--- src/rtl/memory_arbiter.sv ---
// memory_arbiter: arbitrates instruction and data requests onto one shared
// single-port RAM. Data accesses win ties, but a streak counter forces an
// instruction grant after MAX_D_STREAK data grants in a row while iREN waits.
// A watchdog bounds each RAM access and raises a sticky mem_err flag.
module memory_arbiter #(
    parameter int TIMEOUT      = 64,
    parameter int MAX_D_STREAK = 4
) (
    input  logic        CLK,
    input  logic        nRST,
    input  logic        iREN,
    input  logic [31:0] iaddr,
    output logic [31:0] iload,
    output logic        ihit,
    input  logic        dREN,
    input  logic        dWEN,
    input  logic [31:0] daddr,
    input  logic [31:0] dstore,
    output logic [31:0] dload,
    output logic        dhit,
    output logic        ramREN,
    output logic        ramWEN,
    output logic [31:0] ramaddr,
    output logic [31:0] ramstore,
    input  logic [31:0] ramload,
    input  logic [1:0]  ramstate,
    output logic        mem_err
);

    localparam int TW = $clog2(TIMEOUT) + 1;
    localparam int SW = $clog2(MAX_D_STREAK + 1);
    localparam logic [TW-1:0] TIMER_LAST = TW'(TIMEOUT - 1);
    localparam logic [SW-1:0] STREAK_MAX = SW'(MAX_D_STREAK);
    localparam logic [1:0]    RAM_ACCESS = 2'd2;
    localparam logic [1:0]    RAM_ERROR  = 2'd3;
    localparam logic [31:0]   BAD_LOAD   = 32'hBAD1_BAD1;

    typedef enum logic [1:0] {
        IDLE,
        D_ACC,
        I_ACC,
        RESP
    } state_t;

    state_t        state;
    logic [TW-1:0] timer;
    logic [SW-1:0] streak;

    logic data_req;
    logic force_i;
    logic grant_d;
    logic grant_i;

    // An instruction request that has watched MAX_D_STREAK data grants go by
    // takes priority over data for exactly one grant.
    assign data_req = dREN | dWEN;
    assign force_i  = iREN && (streak == STREAK_MAX);
    assign grant_d  = data_req && !force_i;
    assign grant_i  = iREN && !grant_d;

    // Arbiter FSM; every output is a register. ramREN/ramWEN double as the
    // latched operation of the access in flight, so a write never loads data.
    always_ff @(posedge CLK or negedge nRST) begin
        if (!nRST) begin
            state    <= IDLE;
            timer    <= '0;
            streak   <= '0;
            iload    <= '0;
            dload    <= '0;
            ihit     <= 1'b0;
            dhit     <= 1'b0;
            ramREN   <= 1'b0;
            ramWEN   <= 1'b0;
            ramaddr  <= '0;
            ramstore <= '0;
            mem_err  <= 1'b0;
        end else begin
            case (state)
                IDLE: begin
                    ihit <= 1'b0;
                    dhit <= 1'b0;
                    if (grant_d) begin
                        state    <= D_ACC;
                        timer    <= '0;
                        ramaddr  <= daddr;
                        ramstore <= dstore;
                        ramWEN   <= dWEN;
                        ramREN   <= !dWEN;
                        if (!iREN) begin
                            streak <= '0;
                        end else if (streak != STREAK_MAX) begin
                            streak <= streak + SW'(1);
                        end
                    end else if (grant_i) begin
                        state    <= I_ACC;
                        timer    <= '0;
                        ramaddr  <= iaddr;
                        ramstore <= '0;
                        ramWEN   <= 1'b0;
                        ramREN   <= 1'b1;
                        streak   <= '0;
                    end
                end
                D_ACC, I_ACC: begin
                    timer <= timer + TW'(1);
                    if (ramstate == RAM_ACCESS) begin
                        if (!ramWEN) begin
                            if (state == D_ACC) begin
                                dload <= ramload;
                            end else begin
                                iload <= ramload;
                            end
                        end
                        ramREN <= 1'b0;
                        ramWEN <= 1'b0;
                        dhit   <= (state == D_ACC);
                        ihit   <= (state == I_ACC);
                        state  <= RESP;
                    end else if (ramstate == RAM_ERROR || timer == TIMER_LAST) begin
                        mem_err <= 1'b1;
                        if (state == D_ACC) begin
                            dload <= BAD_LOAD;
                        end else begin
                            iload <= BAD_LOAD;
                        end
                        ramREN <= 1'b0;
                        ramWEN <= 1'b0;
                        dhit   <= (state == D_ACC);
                        ihit   <= (state == I_ACC);
                        state  <= RESP;
                    end
                end
                RESP: begin
                    ihit  <= 1'b0;
                    dhit  <= 1'b0;
                    state <= IDLE;
                end
                default: begin
                    state <= IDLE;
                end
            endcase
        end
    end

endmodule

--- config.mk ---
export PLATFORM = sky130hd
export DESIGN_NAME = memory_arbiter
export DESIGN_NICKNAME = d
export VERILOG_FILES = /design/src/rtl/memory_arbiter.sv
export SDC_FILE = /design/constraint.sdc
export NUM_CORES = 1
export LEC_CHECK = 0
export CAP_MARGIN = 20
export CELL_PAD_IN_SITES_DETAIL_PLACEMENT = 1
export CELL_PAD_IN_SITES_GLOBAL_PLACEMENT = 2
export CORE_AREA = 5 5 125 139
export DETAILED_ROUTE_END_ITERATION = 10
export DIE_AREA = 0 0 130 144
export DONT_BUFFER_PORTS = 1
export PLACE_DENSITY_LB_ADDON = 0.3
export SYNTH_ARGS = -nofsm -noshare
export SYNTH_HDL_FRONTEND = slang
export SYNTH_SLANG_ARGS = --single-unit
--- constraint.sdc ---
create_clock -name CLK -period 2.65 [get_ports CLK]
set_clock_uncertainty 0.1 [all_clocks]
set_input_delay 0.265 -clock CLK [delete_from_list [all_inputs] [get_ports CLK]]
set_output_delay 0.265 -clock CLK [all_outputs]
set_load 0.05 [all_outputs]
After elaboration in Yosys (flattened, before gate mapping)
Index checks and enable logic that the tools add are counted.

Flip-flop bits (word level): 145. Bits of input ports: 135. Output and inout port bits: 133. Word-level logic and storage cells: 90.

Mux-type cells: 40. Add/subtract/negate cells: 2. Reductions and logical operators: 21. Bitwise gates (word level): 3. Equality and inequality tests: 12.

Operators with widths (number): 32-bit two-way mux (14); 7-bit two-way mux (2); 7-bit one-hot mux with 2 select lines (1); 3-bit two-way mux (4); 1-bit two-way mux (10); 3-bit inequality test, second input constant (3); 3-bit AND reduction (3); 2-bit == test, second input constant (4); 2-bit two-way mux (4); 1-bit one-hot mux with 2 select lines (4); 4-bit AND reduction (2); 7-bit by 1-bit adder with 7-bit output, second input constant (1); 7-bit by 6-bit == test with 1-bit output, second input constant (1); 2-bit one-hot mux with 3 select lines (1); 2-bit AND reduction (3); 2-bit nonzero test (3); 2-bit OR reduction (2); 3-bit by 1-bit adder with 3-bit output, second input constant (1); 3-bit == test, second input constant (1); 1-bit logical AND (3); 1-bit logical NOT (3); 3-bit by 2-bit inequality test with 1-bit output, second input constant (1); 2-bit by 1-bit == test with 1-bit output, second input constant (1); 2-bit logical NOT (1); 4 further kinds (5).

Longest topological paths before layout
Gate-level depths: netlist (run 1).

Word-level depth: 9. Depth in mapped cells: 8. Depth with buffers taken out: 6.

Least setup slack after synthesis (run 1)
No wires, ideal clock.

Path kind: reg2reg. Start: reg ramWEN. End: reg dload[15]. Path buffers: 1. Arrival: 1.756 ns. Setup time: 0.122 ns. Data required time: 2.428 ns. Cell stages (with the launch flop): 6. Path slack: 0.672 ns. Clock period less this slack: 1.978 ns. Cell sequence: dfrtp_1 inv_1 o21ai_0 a21boi_4 buf_6 o22a_1.

Word-level cells in the longest chain between the ends: 2.

RTL lines: start: declaration (RTL line 22) `output logic ramWEN,`; start signal: assignment (RTL line 87) `ramWEN <= dWEN;`; 2-bit inequality test (no source line); 4-bit AND reduction (no source line); end signal: assignment (RTL line 109) `dload <= ramload;`; end: declaration (RTL line 19) `output logic [31:0] dload,`.

Every way passes these cells. A chain may end at the register's enable or synchronous reset.

Worst setup path after layout (run 1)
Start: reg streak[0]. End: reg ramaddr[16].

Word-level cells in the longest chain between the ends: 8. Elaborated cells between the ends (all ways): 9. Those cells by class: 1 x eq/ne; 1 x mux; 7 x reduce/logical.

RTL lines: start: declaration (RTL line 47) `logic [SW-1:0] streak;`; start signal: assignment (RTL line 92) `streak <= streak + SW'(1);`; 3-bit == test (*) (RTL line 57) `assign force_i = iREN && (streak == STREAK_MAX);`; 1-bit logical AND (*) (RTL line 57); 1-bit logical NOT (*) (RTL line 58) `assign grant_d = data_req && !force_i;`; 1-bit logical AND (*) (RTL line 58); 1-bit logical NOT (RTL line 59) `assign grant_i = iREN && !grant_d;`; 1-bit logical AND (RTL line 59); 2-bit nonzero test (no source line); 2-bit AND reduction (no source line); end signal: assignment (RTL line 85) `ramaddr <= daddr;`; end signal: assignment (RTL line 97) `ramaddr <= iaddr;`; end: declaration (RTL line 23) `output logic [31:0] ramaddr,`.

Every way passes the cells marked *; elsewhere a longest branch is shown, timed or not.

==> results of run 1 <==
==> layout by cell type, fill, tap and decap left out, types with 3 or more instances in the layout <==
| master | instances |
|---|---|
| a22o_1 | 62 |
| a32o_1 | 3 |
| buf_4 | 15 |
| clkbuf_16 | 17 |
| clkinvlp_4 | 6 |
| dfrtp_1 | 145 |
| dlygate4sd3_1 | 129 |
| ha_1 | 7 |
| inv_1 | 6 |
| inv_6 | 3 |
| mux2i_1 | 33 |
| nand2_1 | 47 |
| nand3_1 | 3 |
| nor2_1 | 8 |
| nor3_1 | 3 |
| o21a_1 | 3 |
| o21ai_0 | 42 |
| o22a_1 | 34 |
| xnor2_1 | 4 |
==> where the power goes <==
part	internal (W)	total [W]	leakage, nW	switching (W)
clock	0.00129	0.00222	0.248	0.000930
combinational	0.00137	0.00270	1.45	0.00133
sequential	0.00312	0.00698	1.73	0.00387
total	0.00578	0.0119	3.43	0.00613
==> sequential cells by signal, indices dropped and copies added, names as in the netlist <==
register  count
dhit          1
timer         7
streak        3
state         2
iload        32
ramaddr      32
dload        32
ramREN        1
ihit          1
ramstore     32
mem_err       1
ramWEN        1
==> cells by family after synthesis <==
group	count (synthesis)	synth area share (%)
compound gates	152	20.6
flops	145	62.0
simple gates	80	6.39
buf+inv	37	2.82
mux	35	6.03
fa+ha+maj	7	1.50
xor+xnor	4	0.599
==> worst paths after layout <==
| kind | depth (start not counted) | to | slack [ns] | from |
|---|---|---|---|---|
| worst max-delay path | 8 | ramaddr[16]$_DFFE_PN0P_ | 0.29 | streak[0]$_DFFE_PN0P_ |
| worst min-delay path | 0 | dload[12]$_DFFE_PN0P_ | -0.55 | nRST |
| worst max register to register | 8 | ramaddr[16]$_DFFE_PN0P_ | 0.29 | streak[0]$_DFFE_PN0P_ |
| worst min register to register | 1 | state[1]$_DFFE_PN0P_ | 0.43 | state[1]$_DFFE_PN0P_ |
| max in group asynchronous | 0 | streak[1]$_DFFE_PN0P_ | 2.84 | nRST |
| min in group CLK | 2 | ramaddr[23]$_DFFE_PN0P_ | 0.02 | daddr[23] |
==> area by class of cell <==
| type | instances | share of cell area, % |
|---|---|---|
| sequential | 145 | 45.7 |
| multi-input combinational | 278 | 26.1 |
| timing repair buffer | 145 | 17.9 |
| clock buffer | 19 | 5.45 |
| tap | 204 | 3.21 |
| clock inverter | 12 | 1.40 |
| inverter | 6 | 0.283 |
==> worst max-delay path: cells and delay by family (launching register included) <==
kind / cells / cell delay (ns)
fa+ha+maj: 1 / 0.16
flops: 1 / 0.41
compound gates: 1 / 0.11
simple gates: 2 / 0.35
mux: 1 / 0.20
buf+inv: 3 / 0.89
==> repair_timing <==
action                                  in CTS  in global routing
hold endpoints to repair                   278                145
gates resized for setup                      0                  1
setup buffers                                0                  2
endpoints found under the setup margin       0                 17
==> routing by layer <==
metal | track usage [%] | share of wire [%] | up-vias | routed length [um]
li1 | - | - | 1963 | -
met1 | 20.0 | 38 | 2189 | 6430
met2 | 30.5 | 49 | 215 | 8420
met3 | 7.68 | 11 | 24 | 1850
met4 | 7.28 | 2.0 | 0 | 344
met5 | 0 | 0 | - | 0
==> through the flow <==
| step | hold slack (ns) | total power, W |
|---|---|---|
| 2_1_floorplan | -0.131 | 0.00860 |
| 3_3_place_gp | -0.127 | 0.00930 |
| 3_5_place_dp | -0.127 | 0.00943 |
| 4_1_cts | -0.577 | 0.0119 |
| 5_1_grt | -0.586 | 0.0125 |
| 6_report | -0.551 | 0.0119 |
==> flow_metrics.tcl, run 1 <==
set metrics [dict create \
    outcome "finished, violations left" \
    violations "hold timing" \
    ys_seq_area_share_pct 62.0 \
    ys_ff_latch 145 \
    synth_edf_count 0 \
    firstDrtPassIters 4 \
    syn_area_mm2 0.00585 \
    fillers 1600 \
    cp-start-kind "flip-flop" \
    path_clk_slew_ns 0.06 \
    syn-num-nets 602 \
    num_io_pins 268 \
    place_area_mm2 0.00608 \
    regArea_mm2 0.00363 \
    multi_input_area_mm2 0.00207 \
    layout-drive-gt1-share_pct 9.42 \
    finalCritPeriodShare_pct 89.1 \
    arrival_ns 2.52 \
    synth_cell_types 39 \
    die_w_um 130 \
    crit_chain "inv_1 > ha_1 > nand3_1 > nand2_4 > buf_4 > mux2i_1 > dlygate4sd3_1 > o21ai_0" \
    numPortBuffers 0 \
    clk_latency_ns 0.41 \
    setup_tns_ns 0 \
    detail_route.vias_per_cell 5.43 \
    yosysMostFrequentCell "dfrtp_1" \
    grt_overflow 0 \
    antenna_found_initial 0 \
    relSlewSlack_pct 52.5 \
    drt_iter0_markers 157 \
    netlist.area_leader.share_pct 62.0 \
    whs_ns -0.551 \
    cts_hold_repair.buffers 129 \
    vdd_drop_max_mv 0.680 \
    antennaDiodeCount 0 \
    grt_start_max_net_pins 146 \
    cp_data_required_time_ns 2.81 \
    h-tree-depth 4 \
    leakage_nw 3.43 \
    grt_setup_unrepaired "false" \
    grt_pass1_wl_mm 26.1 \
    cts_made_buffers 17 \
    vias 4391 \
    final_cells 809 \
    die_y_um 144 \
    globalplace.congestion 0.739 \
    place_ws_ns 0.540 \
    critical-path-slowest-cell "dlygate4sd3_1" \
    root_buffer "clkbuf_16" \
    worstMarginPinSlew_ns 0.711 \
    wl_per_cell_um 21.1 \
    syn_area_per_cell_um2 12.7 \
    core_area_mm2 0.0159 \
    drt_wl_total_mm 17.0 \
    ant_nets 0 \
    slew_violations 0 \
    std_cell_rows 49 \
    final_nets 735 \
    max_stage_delay_ns 0.59 \
    syn_inst 460 \
    path_class "flip-flop to flip-flop" \
    grtUsageTotal_pct 18.0 \
    hold_violations 145 \
    timing.fmax_mhz 424 \
    cts_tree "done" \
    hp-class "primary input to asynchronous set/reset pin" \
    yosysWarningCount 0 \
    min_period_ns 2.36 \
    start_util_pct 36.7 \
    finish.utilization_pct 49.9 \
    endpoint_kind "flip-flop" \
    setup_viol 0 \
    maxCapViolCount 0 \
    clockBufferDepth 2 \
    cts_sinks 145 \
    fin_ws_ns 0.290 \
    ys_top_cells_by_count "dfrtp_1 (145), a22o_1 (62), nand2_1 (48)" \
    synthFlopType "dfrtp_1" \
    fin_area_mm2 0.00795 \
    area_growth_syn_to_layout_pct 35.8 \
    dp.cells 647 \
    crit_fanout 10 \
    cellPowerDensity_mw_per_mm2 1500 \
    synthTopCellsByArea "dfrtp_1 (62%), a22o_1 (9.3%), mux2i_1 (5.6%)" \
    drc 0 \
    yosysTopAreaCell "dfrtp_1" \
    grt_pass1_vias 4915 \
    dieArea_mm2 0.0187 \
    dp_hpwl_mm 10.5 \
    ys_async_sr_fraction_pct 100 \
]
Note: power is estimated with default switching activity, not from simulation.
==> inputs of run 2 (changes only) <==
==> constraint.sdc (replaced) <==
create_clock -name CLK -period 2.65 [get_ports CLK]
set_clock_uncertainty 0.1 [all_clocks]
set_input_delay 0.3975 -clock CLK [delete_from_list [all_inputs] [get_ports CLK]]
set_output_delay 0.3975 -clock CLK [all_outputs]
set_load 0.05 [all_outputs]
==> flow_metrics.tcl, run 2 (synthesized netlist as in run 1, its figures left out) <==
set metrics [dict create \
    cts_made_buffers 17 \
    worstMarginPinSlew_ns 0.635 \
    num_io_pins 268 \
    final_common_cell "dfrtp_1" \
    r2r-start "timer[0]$_DFFE_PN0P_" \
    globalplace.congestion 0.729 \
    arrival_ns 2.42 \
    clk_latency_ns 0.41 \
    grt_start_max_net_pins 146 \
    slew_violations 0 \
    grt_overflow 0 \
    outcome "finished, violations left" \
    path_clk_slew_ns 0.06 \
    reg2reg_slack_ns 0.48 \
    antenna_found_initial 0 \
    min_period_ns 2.17 \
    r2r-end "iload[6]$_DFFE_PN0P_" \
    ant_nets 0 \
    start_util_pct 36.7 \
    antennaDiodeCount 0 \
    layout-drive-gt1-share_pct 11.1 \
    met1_usage_pct 18.3 \
    cp-startpoint "timer[0]$_DFFE_PN0P_" \
    whs_ns -0.424 \
    cts_tree "done" \
    dieArea_mm2 0.0187 \
    root_buffer "clkbuf_16" \
    detail_route.vias_per_cell 5.57 \
    finalCritPeriodShare_pct 81.8 \
    cp_data_required_time_ns 2.90 \
    grt_pass1_wl_mm 23.4 \
    endpoint_kind "flip-flop" \
    core_area_mm2 0.0159 \
    die_y_um 144 \
    vias 3853 \
    drt_wl_total_mm 15.0 \
    use_met3_pct 7.57 \
    violations "hold timing" \
    setup_tns_ns 0 \
    cts-resized-gates 0 \
    setup_viol 0 \
    clockBufferDepth 2 \
    relSlewSlack_pct 57.2 \
    endpoint "iload[6]$_DFFE_PN0P_" \
    grt_setup_unrepaired "false" \
    std_cell_rows 49 \
    die_w_um 130 \
    final_nets 617 \
    crit_fanout 18 \
    final_cell_mix "dfrtp_1 (145), a22o_1 (62), nand2_1 (47)" \
    wl_per_cell_um 21.6 \
    fin_area_mm2 0.00684 \
    numPortBuffers 0 \
    drc 0 \
    drt_iter0_markers 111 \
    multi_input_area_mm2 0.00207 \
    path_class "flip-flop to flip-flop" \
    area_growth_syn_to_layout_pct 16.8 \
    post-cts-setup-buffers 0 \
    h-tree-depth 4 \
    cp-start-kind "flip-flop" \
    place_area_mm2 0.00608 \
    top_usage_layer "met2" \
    gr-usage-met2_pct 26.7 \
    dp_hpwl_mm 10.5 \
    grt_pass1_vias 4295 \
    rr_worst_depth 5 \
    timing.fmax_mhz 461 \
    fillers 1654 \
    hold_violations 145 \
    hp-class "primary input to asynchronous set/reset pin" \
    maxCapViolCount 0 \
    cts_sinks 145 \
    grtUsageTotal_pct 16.0 \
    firstDrtPassIters 4 \
    finish.utilization_pct 42.9 \
    regArea_mm2 0.00363 \
]
run 2: cell types whose count changed in the layout (fill, tap and decap cells not counted), sizes merged:
cell and change:
clkinv +1, clkinvlp -3, inv +2, buf -5, dlygate4sd3 -113, bufinv +1
run 2: worst max-delay path: stages, from the launching register on:
cell and delay [ns]:
dfrtp_1 0.41, ha_1 0.20, nand3_2 0.14, or4_4 0.55, a21boi_4 0.47, o22a_1 0.24
run 2: area by class of cell:
type	instances	share of cell area [%]
repair buffers	27	3.92
clock inverters	13	2.21
clock buffers	19	6.48
flip-flops and latches	145	53.1
multi-input cells	278	30.2
well taps	204	3.73
inverters	6	0.329
run 2: per-stage QoR:
stage | worst slack (ns) | cells
after floorplan | 0.672 | 460
after global routing | 0.299 | 692
after detailed placement | 0.453 | 644
final | 0.481 | 692
after CTS | 0.429 | 691
after global placement | 0.535 | 644
run 2: worst min-delay path by stage:
stage,from,to,slack (ns),cells past startpoint
after floorplan,nRST,dhit$_DFFE_PN0P_,0.002,0
after CTS,nRST,iload[15]$_DFFE_PN0P_,-0.44,0
final,nRST,iload[12]$_DFFE_PN0P_,-0.42,0
after detailed placement,nRST,iload[7]$_DFFE_PN0P_,0.005,0
after global placement,nRST,iload[12]$_DFFE_PN0P_,0.005,0
after global routing,nRST,iload[12]$_DFFE_PN0P_,-0.45,0
run 2: per-layer routing:
metal  wire, um  vias to the layer above
li1           -                     1725
met1       5760                     1919
met2       7220                      197
met3       1830                       12
met4        150                        0
met5          0                        -
run 2: timing repair:
action                                  CTS  global route
endpoints found under the hold margin   160           146
hold buffers                             15             1
endpoints found under the setup margin    0             0
Power of run 2 is left out: the tool's default activity adds up to more than one toggle a clock period on the data nets, which glitch-free logic cannot reach.
